<file path="config.mk">
export PLATFORM = sky130hd
export DESIGN_NAME = alu_step_sequencer
export DESIGN_NICKNAME = d
export VERILOG_FILES = /design/src/rtl/cpu_pkg.sv /design/src/rtl/reg_field_decoder.sv /design/src/rtl/alu_step_sequencer.sv
export SDC_FILE = /design/constraint.sdc
export NUM_CORES = 1
export LEC_CHECK = 0
export ABC_AREA = 1
export CAP_MARGIN = 5
export CORE_MARGIN = 8
export CORE_UTILIZATION = 30
export CTS_BUF_LIST = sky130_fd_sc_hd__clkbuf_8
export DETAILED_ROUTE_END_ITERATION = 8
export PLACE_DENSITY = 0.71
export SYNTH_ARGS = -nofsm -noshare
export SYNTH_HDL_FRONTEND = slang
export SYNTH_SLANG_ARGS = --single-unit
export TNS_END_PERCENT = 30
</file>
<file path="constraint.sdc">
create_clock -name clock -period 4.15 [get_ports clock]
set_input_delay 0.415 -clock clock [delete_from_list [all_inputs] [get_ports clock]]
set_output_delay 0.415 -clock clock [all_outputs]
set_load 0.1 [all_outputs]
</file>
<file path="src/rtl/cpu_pkg.sv">
// cpu_pkg: opcodes, sequencer states and IR field positions shared by alu_step_sequencer.
package cpu_pkg;
    localparam int OP_W    = 5;
    localparam int RIDX_W  = 4;
    localparam int OPC_LSB = 27;
    localparam int RA_LSB  = 23;
    localparam int RB_LSB  = 19;
    localparam int RC_LSB  = 15;

    localparam logic [OP_W-1:0] OP_ADD = 5'b00011;
    localparam logic [OP_W-1:0] OP_SUB = 5'b00100;
    localparam logic [OP_W-1:0] OP_AND = 5'b00101;
    localparam logic [OP_W-1:0] OP_OR  = 5'b00110;
    localparam logic [OP_W-1:0] OP_MUL = 5'b01111;
    localparam logic [OP_W-1:0] OP_DIV = 5'b10000;
    localparam logic [OP_W-1:0] OP_NEG = 5'b10001;
    localparam logic [OP_W-1:0] OP_NOT = 5'b10010;

    typedef enum logic [3:0] {
        S_IDLE, S_T0, S_T1, S_T2, S_DEC, S_T3, S_T4, S_T5, S_T6
    } state_e;

    function automatic logic is_muldiv(input logic [OP_W-1:0] op);
        return op inside {OP_MUL, OP_DIV};
    endfunction

    function automatic logic is_binary(input logic [OP_W-1:0] op);
        return op inside {OP_ADD, OP_SUB, OP_AND, OP_OR, OP_MUL, OP_DIV};
    endfunction

    function automatic logic is_unary(input logic [OP_W-1:0] op);
        return op inside {OP_NEG, OP_NOT};
    endfunction
endpackage

</file>
<file path="src/rtl/reg_field_decoder.sv">
// reg_field_decoder: 4-bit register index to one-hot select, with an out-of-range flag.
module reg_field_decoder #(
    parameter int REG_COUNT = 16
) (
    input  logic [3:0]           idx_i,
    output logic [REG_COUNT-1:0] onehot_o,
    output logic                 oor_o
);
    assign oor_o    = {28'd0, idx_i} >= 32'(REG_COUNT);
    assign onehot_o = oor_o ? '0 : REG_COUNT'(1) << idx_i;
endmodule

</file>
<file path="src/rtl/alu_step_sequencer.sv">
// alu_step_sequencer: fetch + ALU-class control-step sequencer driving datapath strobes.
// Optional SEQ_SINGLE_STEP_EN adds step_en, gating every transition except IDLE->T0.
module alu_step_sequencer
    import cpu_pkg::*;
#(
    parameter int REG_COUNT = 16,
    parameter int OPCODE_W  = 5,
    parameter int DATA_W    = 32
) (
    input  logic                 clock,
    input  logic                 clear,
    input  logic                 start,
    input  logic                 mem_ready,
`ifdef SEQ_SINGLE_STEP_EN
    input  logic                 step_en,
`endif
    input  logic [DATA_W-1:0]    ir,
    output logic [REG_COUNT-1:0] Rin,
    output logic [REG_COUNT-1:0] Rout,
    output logic                 PCout,
    output logic                 incPC,
    output logic                 PCin,
    output logic                 MARin,
    output logic                 MDRin,
    output logic                 read,
    output logic                 MDRout,
    output logic                 IRin,
    output logic                 Yin,
    output logic                 Zin,
    output logic                 ZLowOut,
    output logic                 ZHighOut,
    output logic                 HIin,
    output logic                 LOin,
    output logic [OPCODE_W-1:0]  alu_op,
    output logic                 busy,
    output logic                 done,
    output logic                 err
);
    state_e state_q, state_d;
    logic err_q, err_d, stay_q, adv;
    logic [OP_W-1:0] opcode;
    logic [REG_COUNT-1:0] ra_oh, rb_oh, rc_oh;
    logic ra_oor, rb_oor, rc_oor, bin, md, illegal, unused_ir;

`ifdef SEQ_SINGLE_STEP_EN
    assign adv = step_en;
`else
    assign adv = 1'b1;
`endif

    assign opcode    = ir[OPC_LSB +: OP_W];
    assign unused_ir = ^ir[RC_LSB-1:0];
    assign bin       = is_binary(opcode);
    assign md        = is_muldiv(opcode);
    // Ra is not written by HI/LO ops, Rc is only read by binary ops.
    assign illegal   = !(bin || is_unary(opcode)) || rb_oor || (!md && ra_oor) || (bin && rc_oor);

    reg_field_decoder #(.REG_COUNT(REG_COUNT)) u_ra (.idx_i(ir[RA_LSB +: RIDX_W]), .onehot_o(ra_oh), .oor_o(ra_oor));
    reg_field_decoder #(.REG_COUNT(REG_COUNT)) u_rb (.idx_i(ir[RB_LSB +: RIDX_W]), .onehot_o(rb_oh), .oor_o(rb_oor));
    reg_field_decoder #(.REG_COUNT(REG_COUNT)) u_rc (.idx_i(ir[RC_LSB +: RIDX_W]), .onehot_o(rc_oh), .oor_o(rc_oor));

    always_ff @(posedge clock or posedge clear) begin
        if (clear) begin
            state_q <= S_IDLE;
            err_q   <= 1'b0;
            stay_q  <= 1'b0;
        end else begin
            state_q <= state_d;
            err_q   <= err_d;
            stay_q  <= state_d == state_q;
        end
    end

    always_comb begin
        state_d = state_q;
        case (state_q)
            S_IDLE: state_d = start ? S_T0 : S_IDLE;
            S_T0:   state_d = adv ? S_T1 : S_T0;
            S_T1:   state_d = (adv && mem_ready) ? S_T2 : S_T1;
            S_T2:   state_d = adv ? S_DEC : S_T2;
            S_DEC:  state_d = !adv ? S_DEC : illegal ? S_IDLE : bin ? S_T3 : S_T4;
            S_T3:   state_d = adv ? S_T4 : S_T3;
            S_T4:   state_d = adv ? S_T5 : S_T4;
            S_T5:   state_d = !adv ? S_T5 : md ? S_T6 : S_IDLE;
            S_T6:   state_d = adv ? S_IDLE : S_T6;
            default: state_d = S_IDLE;
        endcase
        err_d = (state_q == S_IDLE && start) ? 1'b0 : (state_q == S_DEC && illegal) ? 1'b1 : err_q;
    end

    // Moore decode of the state register; stay_q keeps PC updates single-shot per step.
    always_comb begin
        Rin      = '0;
        Rout     = '0;
        PCout    = 1'b0;
        incPC    = 1'b0;
        PCin     = 1'b0;
        MARin    = 1'b0;
        MDRin    = 1'b0;
        read     = 1'b0;
        MDRout   = 1'b0;
        IRin     = 1'b0;
        Yin      = 1'b0;
        Zin      = 1'b0;
        ZLowOut  = 1'b0;
        ZHighOut = 1'b0;
        HIin     = 1'b0;
        LOin     = 1'b0;
        alu_op   = '0;
        done     = 1'b0;
        case (state_q)
            S_T0: begin
                PCout = 1'b1;
                MARin = 1'b1;
                incPC = !stay_q;
                Zin   = 1'b1;
            end
            S_T1: begin
                ZLowOut = 1'b1;
                PCin    = !stay_q;
                read    = 1'b1;
                MDRin   = 1'b1;
            end
            S_T2: begin
                MDRout = 1'b1;
                IRin   = 1'b1;
            end
            S_DEC: done = illegal;
            S_T3: begin
                Rout = rb_oh;
                Yin  = 1'b1;
            end
            S_T4: begin
                alu_op = OPCODE_W'(opcode);
                Zin    = 1'b1;
                Rout   = bin ? rc_oh : rb_oh;
            end
            S_T5: begin
                ZLowOut = 1'b1;
                Rin     = md ? '0 : ra_oh;
                LOin    = md;
                done    = !md;
            end
            S_T6: begin
                ZHighOut = 1'b1;
                HIin     = 1'b1;
                done     = 1'b1;
            end
            default: ;
        endcase
    end

    assign busy = state_q != S_IDLE;
    assign err  = err_q || (state_q == S_DEC && illegal);
endmodule

</file>
==> results.md, run 1 <==
- Reg-to-reg startpoint: state_q[3]
- Delay-heaviest family, CP: buffers and inverters
- Mean Syn Cell Area: 5.29 um2
- CTS sink cnt: 6
- Share of cells above drive strength 1: between 15 and 20%
- Post-Layout Cell Count: 352
- Pins Over Slew Limit: 0
- Max-cap violation count: 0
- Clock root buffer: clkbuf_8
- Area Growth Syn to Fin: 55.3%
- Commonest cells in the netlist: nand3_1 (44), nand2_1 (41), nor2_1 (31)
- Most frequent cell after synthesis: nand3_1
- Core area: ~4000 um2
- CP Class: flop to output pin
- R2R depth: 8
- Clock Tree Buf Depth: 2
- Startpoint types: flop
- WP depth: 6
- Worst-Margin Slew: around 0.98 ns
- Worst path cell trace: nor2_1 > inv_1 > nor2_1 > inv_1 > nor2_1 > clkdlybuf4s50_1
- Post_cts resized: 0
- Post-synth cell types: 26
- Starting Density: a little under a third
- Syn Inst Count: about 240
- Highest clock rate: 322 MHz
- Final WS setup: about 1.0 ns
- Fin. Hold Viols: 0
- Worst setup EP type: output pin
- Core Rows: 23
- Status: finished, final reports clean
- 1st-iter DRT viols: between 70 and 80
- Post-Route WL: ~4.6 mm
- Reg-to-Reg End: stay_q
- Multi-input logic area: slightly below 900 um2
- Crit path max fanout: 5
- Fillers: between 400 and 500
- Skew final: around 0.0039 ns
- Worst setup startpoint: state_q[3]
- Synth Flop Type: dfrtp_1
- Placed Cells: ~350
- Final min period: 3.11 ns
- Worst path arrival time: 2.69 ns
- Die X: slightly above 80 um
- Critical Path RT: approximately 3.7 ns
- Slowest CP cell: clkdlybuf4s50_1
- Via count of the routed design: around 1700
- Hold Buf Count CTS: 0
- Cell area after synthesis: between 1000 and 1500 um2
- Num CTS Buffers: 3
- CTS tree: built
- N_diodes: 0
- Final net count: 340
- GR Util All Layers: around 14%
- Postcts setup bufs: 0
- DP Wirelength: slightly below 4 mm
- RSZ-0062 raised after global routing: false
- Seq/Total Area, Yosys: approximately an eighth
- DRT Pass-1 Iters: 4
- Power density over the cells: a little under 700 nW/um2
- Port bufs: 74
- Sequential cell area: around 150 um2
- Ranking of synthesized cells by area: nand3_1 (18%), nand2_1 (12%), dfrtp_1 (12%), nor2_1 (9.3%), inv_1 (9.0%)
- Post-place setup slack: 1.26 ns
- Leakage power: between 0.0009 and 0.001 uW
- Overflow after GRT: 0
- Area leader, netlist: nand3_1
- Setup TNS: 0 ns
- I/O pin count: 90
- CP most frequent cell: nor2_1
- Final setup vio count: 0
- Hold Path Class: input pin to asynchronous set/reset pin
- Antenna violations before repair: 0
- Number of enable flip-flop cells after synthesis: 0
- DRT antenna net count: 0
- First-pass GRT wire length: ~7.4 mm
- Relative slew slack: between 30% and 40%
- Htree depth: 1
- Routed WL per cell: approximately 13 um
- DRC viols: 0
- FFs w/ async S/R, synth: 100%
- Mapped Nets: 273
- Die height: 80.6 um
- Clk Latency, worst-skew pair: ~0.22 ns
- Vias in the first global route: approximately 1600
- Reg2reg setup slack: 2.55 ns
- FF+latch count, synth: 6
- VDD IR-drop max: around 0.43 mV
- Die area: between 6000 and 7000 um2
- Buf/Inv on CP: 3
- Final Cycle Share: 74.9%
- Yosys top cell area share: approximately 18%
- Slowest stage delay, CP: approximately 1.2 ns
- Drt via density: a little under 5
- Yosys warns: 0
- Critical path destination: PCin
- Final Wtd Congestion: about 0.85
- Largest net degree at the start of global routing: 24
- Reg clk slew, reported paths: roughly 0.04 ns
==> registers in the layout (all words and copies together), names as in the netlist <==
name and count:
state_q 4, err_q 1, stay_q 1
==> worst min-delay path by stage <==
stage                      from     to  cells after the start
final                     clear  err_q                      2
after global placement    err_q  err_q                      2
after CTS                 clear  err_q                      2
after detailed placement  err_q  err_q                      2
after global routing      clear  err_q                      2
after floorplan           clear  err_q                      1
==> area by class of cell <==
cell class	instances	area share, %
Clock buffer	3	2.12
Inverter	38	7.45
Multi-Input combinational cell	180	45.6
Sequential cell	6	7.71
Tap cell	50	3.21
Timing Repair Buffer	75	33.9
==> stage by stage <==
step                hold WS [ns]  area [um2]  total power (uW)  utilization [%]
floorplan                  0.206        1260              1020                -
global placement           0.518        1910              1240             47.6
detailed placement         0.532        1910              1240             47.6
CTS                        0.428        1950              1330             48.7
global route               0.448        1950              1390             48.7
finish                     0.412        1950              1330             48.7
==> cells in the final DEF, fill, tap and decap left out <==
master	synthesis	routed
buf_4	4	36
nand2_1	41	41
nor3_4	1	1
a21boi_0	1	1
o211ai_1	4	4
nand4_1	9	9
o21ai_1	12	12
nor2_2	9	9
nor3_2	0	1
inv_2	6	6
clkinv_1	1	1
o21ai_0	16	16
inv_4	1	1
a21oi_1	4	4
nor2_1	31	31
clkbuf_8	0	3
nor2_4	2	2
nand3b_1	1	1
nand2_4	1	1
nor4_1	2	2
or2_1	1	1
nand3_1	44	44
clkdlybuf4s50_1	0	39
dfrtp_1	6	6
inv_1	30	30
==> layer usage <==
metal  track usage [%]  up-vias  wire length [um]
met3              1.67        0               280
met4              1.64        0                 0
li1                  -      907                 -
met5                 0        -                 0
met2              26.1       37              2430
met1              16.0      776              1870
==> cell families (layout without fill, tap and decap cells) <==
kind of cell           count (synthesis)  after routing  share of synthesized area (%)
DFF                                    6              6                           12.0
AOI/OAI and AO/OA                     37             37                           15.8
and+or+nand+nor                      143            143                           54.6
buffers and inverters                 51            116                           17.7
==> report_power, final <==
| group | switching (uW) | internal [uW] |
|---|---|---|
| logic | 900 | 231 |
| clock network | 27.2 | 62.5 |
| registers | 25.5 | 82.3 |
No activity file was read; power rests on OpenSTA's default activity.
==> inputs of run 2 (changes only) <==
--- a/config.mk
+++ b/config.mk
@@ -11,7 +11,7 @@
 export CORE_UTILIZATION = 30
 export CTS_BUF_LIST = sky130_fd_sc_hd__clkbuf_8
 export DETAILED_ROUTE_END_ITERATION = 8
-export PLACE_DENSITY = 0.71
+export PLACE_DENSITY = 0.74
 export SYNTH_ARGS = -nofsm -noshare
 export SYNTH_HDL_FRONTEND = slang
 export SYNTH_SLANG_ARGS = --single-unit
==> constraint.sdc (replaced) <==
create_clock -name clock -period 2.65 [get_ports clock]
set_input_delay 0.265 -clock clock [delete_from_list [all_inputs] [get_ports clock]]
set_output_delay 0.265 -clock clock [all_outputs]
set_load 0.1 [all_outputs]
==> results.md, run 2 (synthesis gave the netlist of run 1 again) <==
- Status: finished, final reports clean
- Share of cells above drive strength 1: 31.7% (+12 points)
- Starting Density: 31.3% (unchanged)
- Worst path arrival time: 2.10 ns (-0.59 ns)
- GR Util All Layers: 15.5% (+1.8 points)
- R2R depth: 9 (+1)
- Postcts setup bufs: 0 (unchanged)
- Final setup vio count: 0 (unchanged)
- Skew final: 0.00384 ns (-0.0000732 ns)
- Slowest stage delay, CP: 0.47 ns (-0.68 ns)
- Critical Path RT: 2.38 ns (-1.35 ns)
- Worst-Margin Slew: 0.530 ns (-0.453 ns)
- Final Wtd Congestion: 0.896 (+5.3%)
- Clock root buffer: clkbuf_8
- Slowest CP cell: clkdlybuf4s50_1
- Reg clk slew, reported paths: 0.04 ns (about the same)
- N_diodes: 0 (unchanged)
- Reg-to-Reg End: stay_q
- First-pass GRT wire length: 8.09 mm (+9.2%)
- Clk Latency, worst-skew pair: 0.23 ns (about the same)
- CTS sink cnt: 6 (unchanged)
- Max FFs per register: 4 (unchanged)
- Leakage power: 0.00113 uW (+18%)
- Startpoint types: input pin
- Num CTS Buffers: 3 (unchanged)
- Hold Path Class: input pin to asynchronous set/reset pin
- Most common library cell in the layout ignoring fill and taps: nand3_1
- PnR Total Power: 2240 uW (+69%)
- Core Rows: 23 (unchanged)
- Clock Tree Buf Depth: 2 (unchanged)
- Antenna violations before repair: 0 (unchanged)
- Final net count: 341 (+0.29%)
- CTS tree: built
- Crit path max fanout: 13 (+8)
- DRT antenna net count: 0 (unchanged)
- Highest clock rate: ~420 MHz
- Final core occ: 62.2% (+13 points)
- Delay-heaviest family, CP: buffers and inverters
- Reg2reg setup slack: 1.13 ns (-1.42 ns)
- DRT Pass-1 Iters: 4 (unchanged)
- Relative slew slack: 64.6% (+30 points)
- 1st-iter DRT viols: 149 (+100%)
- Overflow after GRT: 0 (unchanged)
- Power density over the cells: 902 nW/um2 (+32%)
- Biggest regs: state_q (4), err_q (1), stay_q (1)
- Post_cts resized: 0 (unchanged)
- Pins Over Slew Limit: 0 (unchanged)
- Largest register by flop count: state_q
- Routed WL per cell: 13.8 um (+6.2%)
- Die X: 80.6 um (unchanged)
- CP Class: input pin to output pin
- Vias in the first global route: 1696 (+8.3%)
- Area Growth Syn to Fin: 98.3%
- I/O pin count: 90 (unchanged)
- Htree depth: 1 (unchanged)
- Fillers: 364 (-14%)
- Buf/Inv on CP: 4 (+1)
- Drt via density: 5.01 (+2.6%)
- Die area: 6500 um2 (unchanged)
- Fin. Hold Viols: 0 (unchanged)
- Hold Buf Count CTS: 0 (unchanged)
- Worst setup EP type: output pin
- VDD IR-drop max: 1.20 mV (+170%)
- Die height: 80.6 um (unchanged)
- DP Wirelength: 4.13 mm (+6.9%)
- Final Cycle Share: 89.3%
- Via count of the routed design: 1770 (+2.9%)
- Reg-to-reg startpoint: state_q[0]
- Largest net degree at the start of global routing: 21 (-13%)
- Worst path cell trace: clkdlybuf4s50_1 > nand3_1 > inv_1 > nand2_1 > nand3_1 > inv_1 > nand3_1 > nand3b_1 > buf_12
- Final min period: 2.37 ns
- Final Hold Slack: 0.246 ns (-0.166 ns)
- Max-cap violation count: 0 (unchanged)
- DRC viols: 0 (unchanged)
- RSZ-0062 raised after global routing: false
- Core area: 4000 um2 (unchanged)
- Most used cells in the layout excluding fill and tap cells: nand3_1 (44), nand2_1 (41), buf_12 (35), inv_1 (30), nor2_1 (27)
- Post-Route WL: 4.88 mm (+6.5%)
- CP most frequent cell: nand3_1
- Port bufs: 74 (unchanged)
## run 2: cell count changes in the layout (fill, tap and decap cells not counted), sizes merged
cell / change
clkdlybuf4s50: -19
buf: +20
## run 2: final cells by class
class | count | area [um2] | share of cell area [%]
repair buffers | 76 | 1060 | 42.6
inverters | 38 | 145 | 5.84
well taps | 50 | 62.6 | 2.52
clock buffers | 3 | 41.3 | 1.66
flip-flops and latches | 6 | 150 | 6.04
multi-input cells | 180 | 1030 | 41.4
## run 2: worst max path at each step
stage / startpoint / end / slack (ns) / depth (start not counted)
after CTS: ir[27] / done / 0.26 / 9
after detailed placement: ir[27] / done / 0.27 / 9
final: ir[28] / done / 0.28 / 9
after global routing: ir[27] / done / 0.08 / 9
after global placement: ir[27] / done / 0.29 / 9
after floorplan: state_q[3] / incPC / -0.14 / 5
## run 2: routing by layer
metal | GRT usage [%] | vias up | wire (um)
met2 | 27.6 | 47 | 2540
met4 | 5.64 | 0 | 79
met1 | 18.3 | 803 | 2020
met5 | 0 | - | 0
met3 | 1.79 | 6 | 241
li1 | - | 914 | -
## run 2: per-stage QoR
| step | setup TNS [ns] | area [um2] | instances | setup WS [ns] |
|---|---|---|---|---|
| 2_1_floorplan | -1.86 | 1400 | 237 | -0.142 |
| 3_3_place_gp | 0 | 2440 | 350 | 0.288 |
| 3_5_place_dp | 0 | 2440 | 350 | 0.275 |
| 4_1_cts | 0 | 2490 | 353 | 0.265 |
| 5_1_grt | 0 | 2490 | 353 | 0.0766 |
| 6_report | 0 | 2490 | 353 | 0.283 |
## run 2: report_power, final
group          switching, uW  total [uW]  internal [uW]
clock network           38.7         136           97.5
logic                   1480        1930            457
registers               45.2         174            129
total                   1560        2240            683
## run 2: worst register-to-register path: stages, from the launching register on
cell and delay, ns:
dfrtp_1 0.42, inv_2 0.12, nand2_1 0.14, inv_1 0.05, nand2_1 0.08, buf_4 0.16
nand3_1 0.09, a21oi_1 0.19, nand3_1 0.10, nor2_1 0.11
